### config.mk
export PLATFORM = sky130hd
export DESIGN_NAME = branch_resolve_ctrl
export DESIGN_NICKNAME = d
export VERILOG_FILES = /design/src/rtl/bp_pkg.sv /design/src/rtl/sat_counter.sv /design/src/rtl/branch_resolve_ctrl.sv
export SDC_FILE = /design/constraint.sdc
export NUM_CORES = 1
export LEC_CHECK = 0
export CORE_MARGIN = 2
export CORE_UTILIZATION = 43
export CTS_BUF_LIST = sky130_fd_sc_hd__clkbuf_16
export DETAILED_ROUTE_END_ITERATION = 10
export GPL_TIMING_DRIVEN = 0
export HOLD_SLACK_MARGIN = 0.15
export MAX_ROUTING_LAYER = met4
export PLACE_DENSITY = 0.74
export REMOVE_ABC_BUFFERS = 1
export SLEW_MARGIN = 20
export SYNTH_ARGS = -nofsm -noshare
export SYNTH_HDL_FRONTEND = slang
export SYNTH_SLANG_ARGS = --single-unit
### constraint.sdc
create_clock -name clk -period 7.4 [get_ports clk]
set_input_delay 2.22 -clock clk [delete_from_list [all_inputs] [get_ports clk]]
set_output_delay 2.22 -clock clk [all_outputs]
set_load 0.1 [all_outputs]
### src/rtl/bp_pkg.sv
// rtl/bp_pkg.sv - shared branch-predictor types and constants
package bp_pkg;
  localparam int PC_W = 64;
  localparam logic [6:0] BRANCH_EQ = 7'b1100011;

  typedef struct packed {
    logic            valid;
    logic [PC_W-1:0] pc;
    logic            taken;
    logic [PC_W-1:0] target;
  } pred_meta_t;

  typedef enum logic {S_RUN, S_FLUSH} state_t;
endpackage

### src/rtl/sat_counter.sv
// rtl/sat_counter.sv - saturating up-counter with synchronous clear
module sat_counter #(
  parameter int W = 16
) (
  input  logic         clk,
  input  logic         arst_n,
  input  logic         inc,
  input  logic         clr,
  output logic [W-1:0] q
);
  always_ff @(posedge clk or negedge arst_n) begin
    if (!arst_n) begin
      q <= '0;
    end else if (clr) begin
      q <= '0;
    end else if (inc && (q != '1)) begin
      q <= q + 1'b1;
    end
  end
endmodule

### src/rtl/branch_resolve_ctrl.sv
// rtl/branch_resolve_ctrl.sv - resolves IF-stage predictions in ID, drives redirect/flush,
// table updates and mispredict statistics
module branch_resolve_ctrl
  import bp_pkg::*;
#(
  parameter int FLUSH_CYCLES = 1,
  parameter int CNT_W        = 16
) (
  input  logic             clk,
  input  logic             arst_n,
  input  logic             stall,
  input  logic             if_valid,
  input  logic [PC_W-1:0]  if_pc,
  input  logic             pred_taken,
  input  logic [PC_W-1:0]  pred_target,
  input  logic             id_is_branch,
  input  logic             id_taken,
  input  logic [PC_W-1:0]  id_target,
  output logic             redirect_valid,
  output logic [PC_W-1:0]  redirect_pc,
  output logic             flush_if_id,
  output logic             upd_valid,
  output logic [PC_W-1:0]  upd_pc,
  output logic [PC_W-1:0]  upd_target,
  output logic             upd_taken,
  output logic [CNT_W-1:0] branch_cnt,
  output logic [CNT_W-1:0] mispred_cnt
);
  localparam int FC_W = $clog2(FLUSH_CYCLES + 1);
  localparam logic [FC_W-1:0] FC_LAST = FC_W'(FLUSH_CYCLES - 1);

  state_t          state, state_n;
  logic [FC_W-1:0] fcnt, fcnt_n;
  pred_meta_t      meta;
  logic            res, br_mis, alias_mis, redirect, do_upd;

  assign res       = (state == S_RUN) && meta.valid && !stall;
  assign br_mis    = id_is_branch &&
                     ((meta.taken != id_taken) || (id_taken && (meta.target != id_target)));
  assign alias_mis = !id_is_branch && meta.taken;
  assign redirect  = res && (br_mis || alias_mis);
  assign do_upd    = res && id_is_branch;

  assign redirect_valid = redirect;
  assign flush_if_id    = redirect;

  always_comb begin
    redirect_pc = '0;
    if (redirect) begin
      redirect_pc = (br_mis && id_taken) ? id_target : meta.pc + 64'd4;
    end
  end

  always_ff @(posedge clk or negedge arst_n) begin
    if (!arst_n) begin
      state <= S_RUN;
      fcnt  <= '0;
    end else begin
      state <= state_n;
      fcnt  <= fcnt_n;
    end
  end

  // The flush window counts real cycles; stall deliberately does not pause it.
  always_comb begin
    state_n = state;
    fcnt_n  = fcnt;
    case (state)
      S_RUN: begin
        if (redirect) begin
          state_n = S_FLUSH;
          fcnt_n  = '0;
        end
      end
      S_FLUSH: begin
        if (fcnt == FC_LAST) begin
          state_n = S_RUN;
          fcnt_n  = '0;
        end else begin
          fcnt_n = fcnt + 1'b1;
        end
      end
      default: begin
        state_n = S_RUN;
        fcnt_n  = '0;
      end
    endcase
  end

  always_ff @(posedge clk or negedge arst_n) begin
    if (!arst_n) begin
      meta <= '0;
    end else if (redirect || (state == S_FLUSH)) begin
      meta.valid <= 1'b0;
    end else if (!stall) begin
      meta <= {if_valid, if_pc, pred_taken, pred_target};
    end
  end

  // Update payload is sticky between strobes so the table can sample it lazily.
  always_ff @(posedge clk or negedge arst_n) begin
    if (!arst_n) begin
      upd_valid  <= 1'b0;
      upd_pc     <= '0;
      upd_target <= '0;
      upd_taken  <= 1'b0;
    end else begin
      upd_valid <= do_upd;
      if (do_upd) begin
        upd_pc     <= meta.pc;
        upd_target <= id_target;
        upd_taken  <= id_taken;
      end
    end
  end

  sat_counter #(.W(CNT_W)) u_branch_cnt (
    .clk    (clk),
    .arst_n (arst_n),
    .inc    (do_upd),
    .clr    (1'b0),
    .q      (branch_cnt)
  );

  sat_counter #(.W(CNT_W)) u_mispred_cnt (
    .clk    (clk),
    .arst_n (arst_n),
    .inc    (redirect),
    .clr    (1'b0),
    .q      (mispred_cnt)
  );
endmodule
==> results.tsv <==
stage	metric	value	unit
status	status	finished, final reports clean	
detailed_routing	Pre-Repair DR Iteration Count	5	
cts	clock sink count	293	
die	die width	186	um
grt	vias in the first global route	12500	
synthesis	Post-synth top cells	407 x nand2_1, 293 x dfrtp_1, 97 x mux2_1, 87 x nor2_1, 74 x xnor2_1	
die	die area	34600	um^2
worst_setup_path	WS Path Type	in -> out	
detailed_routing	routed length on met2	24.3	mm
sta	worst setup margin	0.0671	ns
place	Setup WS pre-CTS	-1.71	ns
synthesis	most used flip-flop cell after synthesis	dfrtp_1	
cells_and_area	share of cells above drive strength 1	0.109	
grt	GRT Resource Usage Total	0.294	
cells_and_area	layout net count	2032	
die	row cnt	66	
worst_setup_path	CP Launch Type	primary input	
power_and_ir_drop	Power Total	7.61	mW
detailed_routing	DR vias	12300	
sta	period utilisation layout	0.991	
synthesis	Synth Area in Compound Gates	0.0493	
synthesis	Gate Count Post-Synth	1417	
grt	first-pass GRT wire length	74.4	mm
detailed_routing	# DRC	0	
cells_and_area	Fill cells	2722	
synthesis	Syn. warnings	0	
synthesis	asr flop ratio synth	1.00	
sta	final hold violation count	0	
synthesis	Synth top area share	0.514	
cts	cts hold-fix bufs	0	
cts	H-tree depth	2	
sta	Worst-Margin Slew	1.12	ns
sta	Max-slew headroom	0.254	
cts	clock tree buffer depth	3	
grt	largest net degree at the start of global routing	95	
detailed_routing	met1 WL	20.0	mm
grt	antenna violations before repair	3	
place	placed insts	2219	
synthesis	cell area after synthesis	14300	um^2
place	port buffer count	426	
synthesis	cell taking the most area after synthesis	dfrtp_1	
detailed_routing	Routed Antenna Nets	0	
synthesis	largest family of logic cells by synthesized area	simple AND/OR/NAND/NOR gates	
sta	setup repair after global routing missed its margin	true	
detailed_routing	met3 wire len	4.23	mm
place	Final GP Congestion	0.850	
sta	Setup Viol. Count Final	0	
power_and_ir_drop	leakage	8.93	nW
place	DPL Wire Length	35.2	mm
detailed_routing	final wirelength	50.5	mm
cts	CTS root buf	clkbuf_16	
sta	minimum clock period after layout	7.33	ns
sta	WHS	0.474	ns
synthesis	adder-cell share of the synthesized area	0.00263	
detailed_routing	top routing layer in use	met4	
detailed_routing	Routed WL per cell	21.9	um
synthesis	XOR/XNOR share of the synthesized area	0.0860	
detailed_routing	via-per-instance ratio	5.34	
cts	clock-pin slew on the worst setup and hold paths	0.06	ns
worst_setup_path	crit-path max FO	46	
die	Core Area	32600	um^2
power_and_ir_drop	VDD IR-drop max	0.304	mV
worst_setup_path	arrival time at the worst endpoint	5.11	ns
worst_setup_path	Critical Path RT	5.18	ns
cts	worst skew pair latency	0.52	ns
synthesis	mux contribution to synthesized area	0.0983	
synthesis	count leader, synth	nand2_1	
synthesis	Distinct cells, synth	54	
synthesis	post-synthesis register bit count	293	
synthesis	Syn Area/Cell	10.1	um^2
sta	FMAX	136	MHz
cells_and_area	area delta synth->final	41.2	%
min_path	Min-Delay Path Class	reg -> reg	
cells_and_area	Layout Cells excl Fill	2300	
flow_run	maxcap violations	0	
die	die height	186	um
worst_setup_path	CP endpoint kind	primary output	
power_and_ir_drop	Pwr per Cell Area	378	nW/um^2
synthesis	Post-synth EDFFs	0	
synthesis	sequential cell area fraction in the yosys report	0.514	
sta	final slew viol count	0	
die	Starting Density	0.437	
synthesis	simple logic cell fraction of the synthesized area	0.210	
die	num ports	427	
synthesis	synth top area cells	dfrtp_1 51%, nand2_1 11%, mux2_1 7.7%, xnor2_1 4.5%, xor2_1 4.1%	
detailed_routing	initial DRC count	663	
sta	skew final	0.0185	ns
grt	Remaining Overflow, GRT	0	
cts	CTS tree	done	
cts	cts bufs inserted	35	
==> metal layers <==
metal / GRT usage / vias to the layer above
met5: - / -
li1: - / 5601
met3: 0.0716 / 116
met2: 0.467 / 516
met4: 0.121 / 0
met1: 0.360 / 6045
==> per-stage QoR <==
| step | TNS, ns | util | instance area [um^2] |
|---|---|---|---|
| after floorplan | -96.24 | - | 13800 |
| after global placement | -3640.38 | 0.570 | 18600 |
| after detailed placement | -102.01 | 0.581 | 18900 |
| after CTS | -0.00354 | 0.613 | 20000 |
| after global routing | -0.0713 | 0.617 | 20100 |
| final | 0 | 0.617 | 20100 |
==> cell type report <==
type / instances / area (um^2) / share of cell area
flip-flops and latches: 293 / 7330 / 0.364
multi-input cells: 1028 / 6560 / 0.326
repair buffers: 449 / 4540 / 0.225
clock buffers: 35 / 876 / 0.0435
well taps: 442 / 553 / 0.0275
inverters: 23 / 95.1 / 0.00472
diodes: 3 / 7.51 / 0.000373
clock inverters: 27 / 176 / 0.00876
==> state kept, by name, indices dropped and copies added (netlist names) <==
| register | count |
|---|---|
| upd_target | 64 |
| upd_taken | 1 |
| u_branch_cnt.q | 16 |
| upd_pc | 64 |
| state | 1 |
| meta | 130 |
| u_mispred_cnt.q | 16 |
| upd_valid | 1 |
==> cells by family (layout without fill, tap and decap cells) <==
logic type               after synthesis  count (layout)
multiplexers                         125             125
AND/OR/NAND/NOR                      659             659
other                                  0               3
XOR/XNOR                             140             140
adder cells (fa/ha/maj)                3               3
flip-flops                           293             293
AO/OA/AOI/OAI                         96             101
buffers and inverters                101             534
==> timing repair <==
item / 4_1_cts / 5_1_grt
setup buffers: 5 / 4
gates cloned: 5 / 2
setup endpoints to repair: 66 / 64
gates resized for setup: 449 / 19
pin swaps: 3 / 2
==> final timing paths <==
check / from / end / slack [ns] / cells after the start
max in group asynchronous: arst_n / meta[31]$_DFFE_PN0P_ / 4.89 / 2
setup / recovery: id_target[12] / flush_if_id / 0.07 / 10
min in group asynchronous: arst_n / upd_target[41]$_DFFE_PN0P_ / 1.65 / 1
hold / removal: upd_pc[49]$_DFFE_PN0P_ / upd_pc[49]$_DFFE_PN0P_ / 0.47 / 2
setup reg to reg: meta[61]$_DFFE_PN0P_ / meta[93]$_DFFE_PN0P_ / 3.86 / 10
hold reg to reg: upd_pc[49]$_DFFE_PN0P_ / upd_pc[49]$_DFFE_PN0P_ / 0.47 / 2
==> where the power goes <==
| part | total (mW) | leakage [nW] | internal [mW] | switching (mW) |
|---|---|---|---|---|
| Sequential | 2.32 | 3.60 | 2.00 | 0.319 |
| Combinational | 3.67 | 4.79 | 0.886 | 2.79 |
| Clock | 1.62 | 0.540 | 0.930 | 0.691 |
| Total | 7.61 | 8.93 | 3.81 | 3.80 |
==> placed cells by master (no fill, tap or decap), drive strengths merged, types with 3 or more instances in the layout <==
cell type,netlist,final
clkinv,0,14
and4,3,3
a211oi,59,59
xor2,66,66
inv,23,32
diode,0,3
nand2,407,407
buf,39,80
clkbuf,39,42
and3,14,14
nor4,23,23
a21bo,1,5
nor3,21,21
dlygate4sd2,0,6
ha,3,3
clkdlybuf4s50,0,353
mux2i,5,5
nor2,88,88
mux2,120,120
o21ai,14,14
nand4,38,38
xnor2,74,74
o22ai,12,12
nand2b,15,15
nand3,37,37
o2111ai,5,5
dfrtp,293,293
==> worst max-delay path: stages <==
cell	delay (ns)
clkdlybuf4s50_1	0.63
xnor2_2	0.16
nand4_1	0.15
nor4_4	0.41
and4_4	0.35
buf_4	0.13
a31o_4	0.18
buf_16	0.24
clkinvlp_4	0.27
buf_2	0.36
Power figures use the tool's default switching activity.
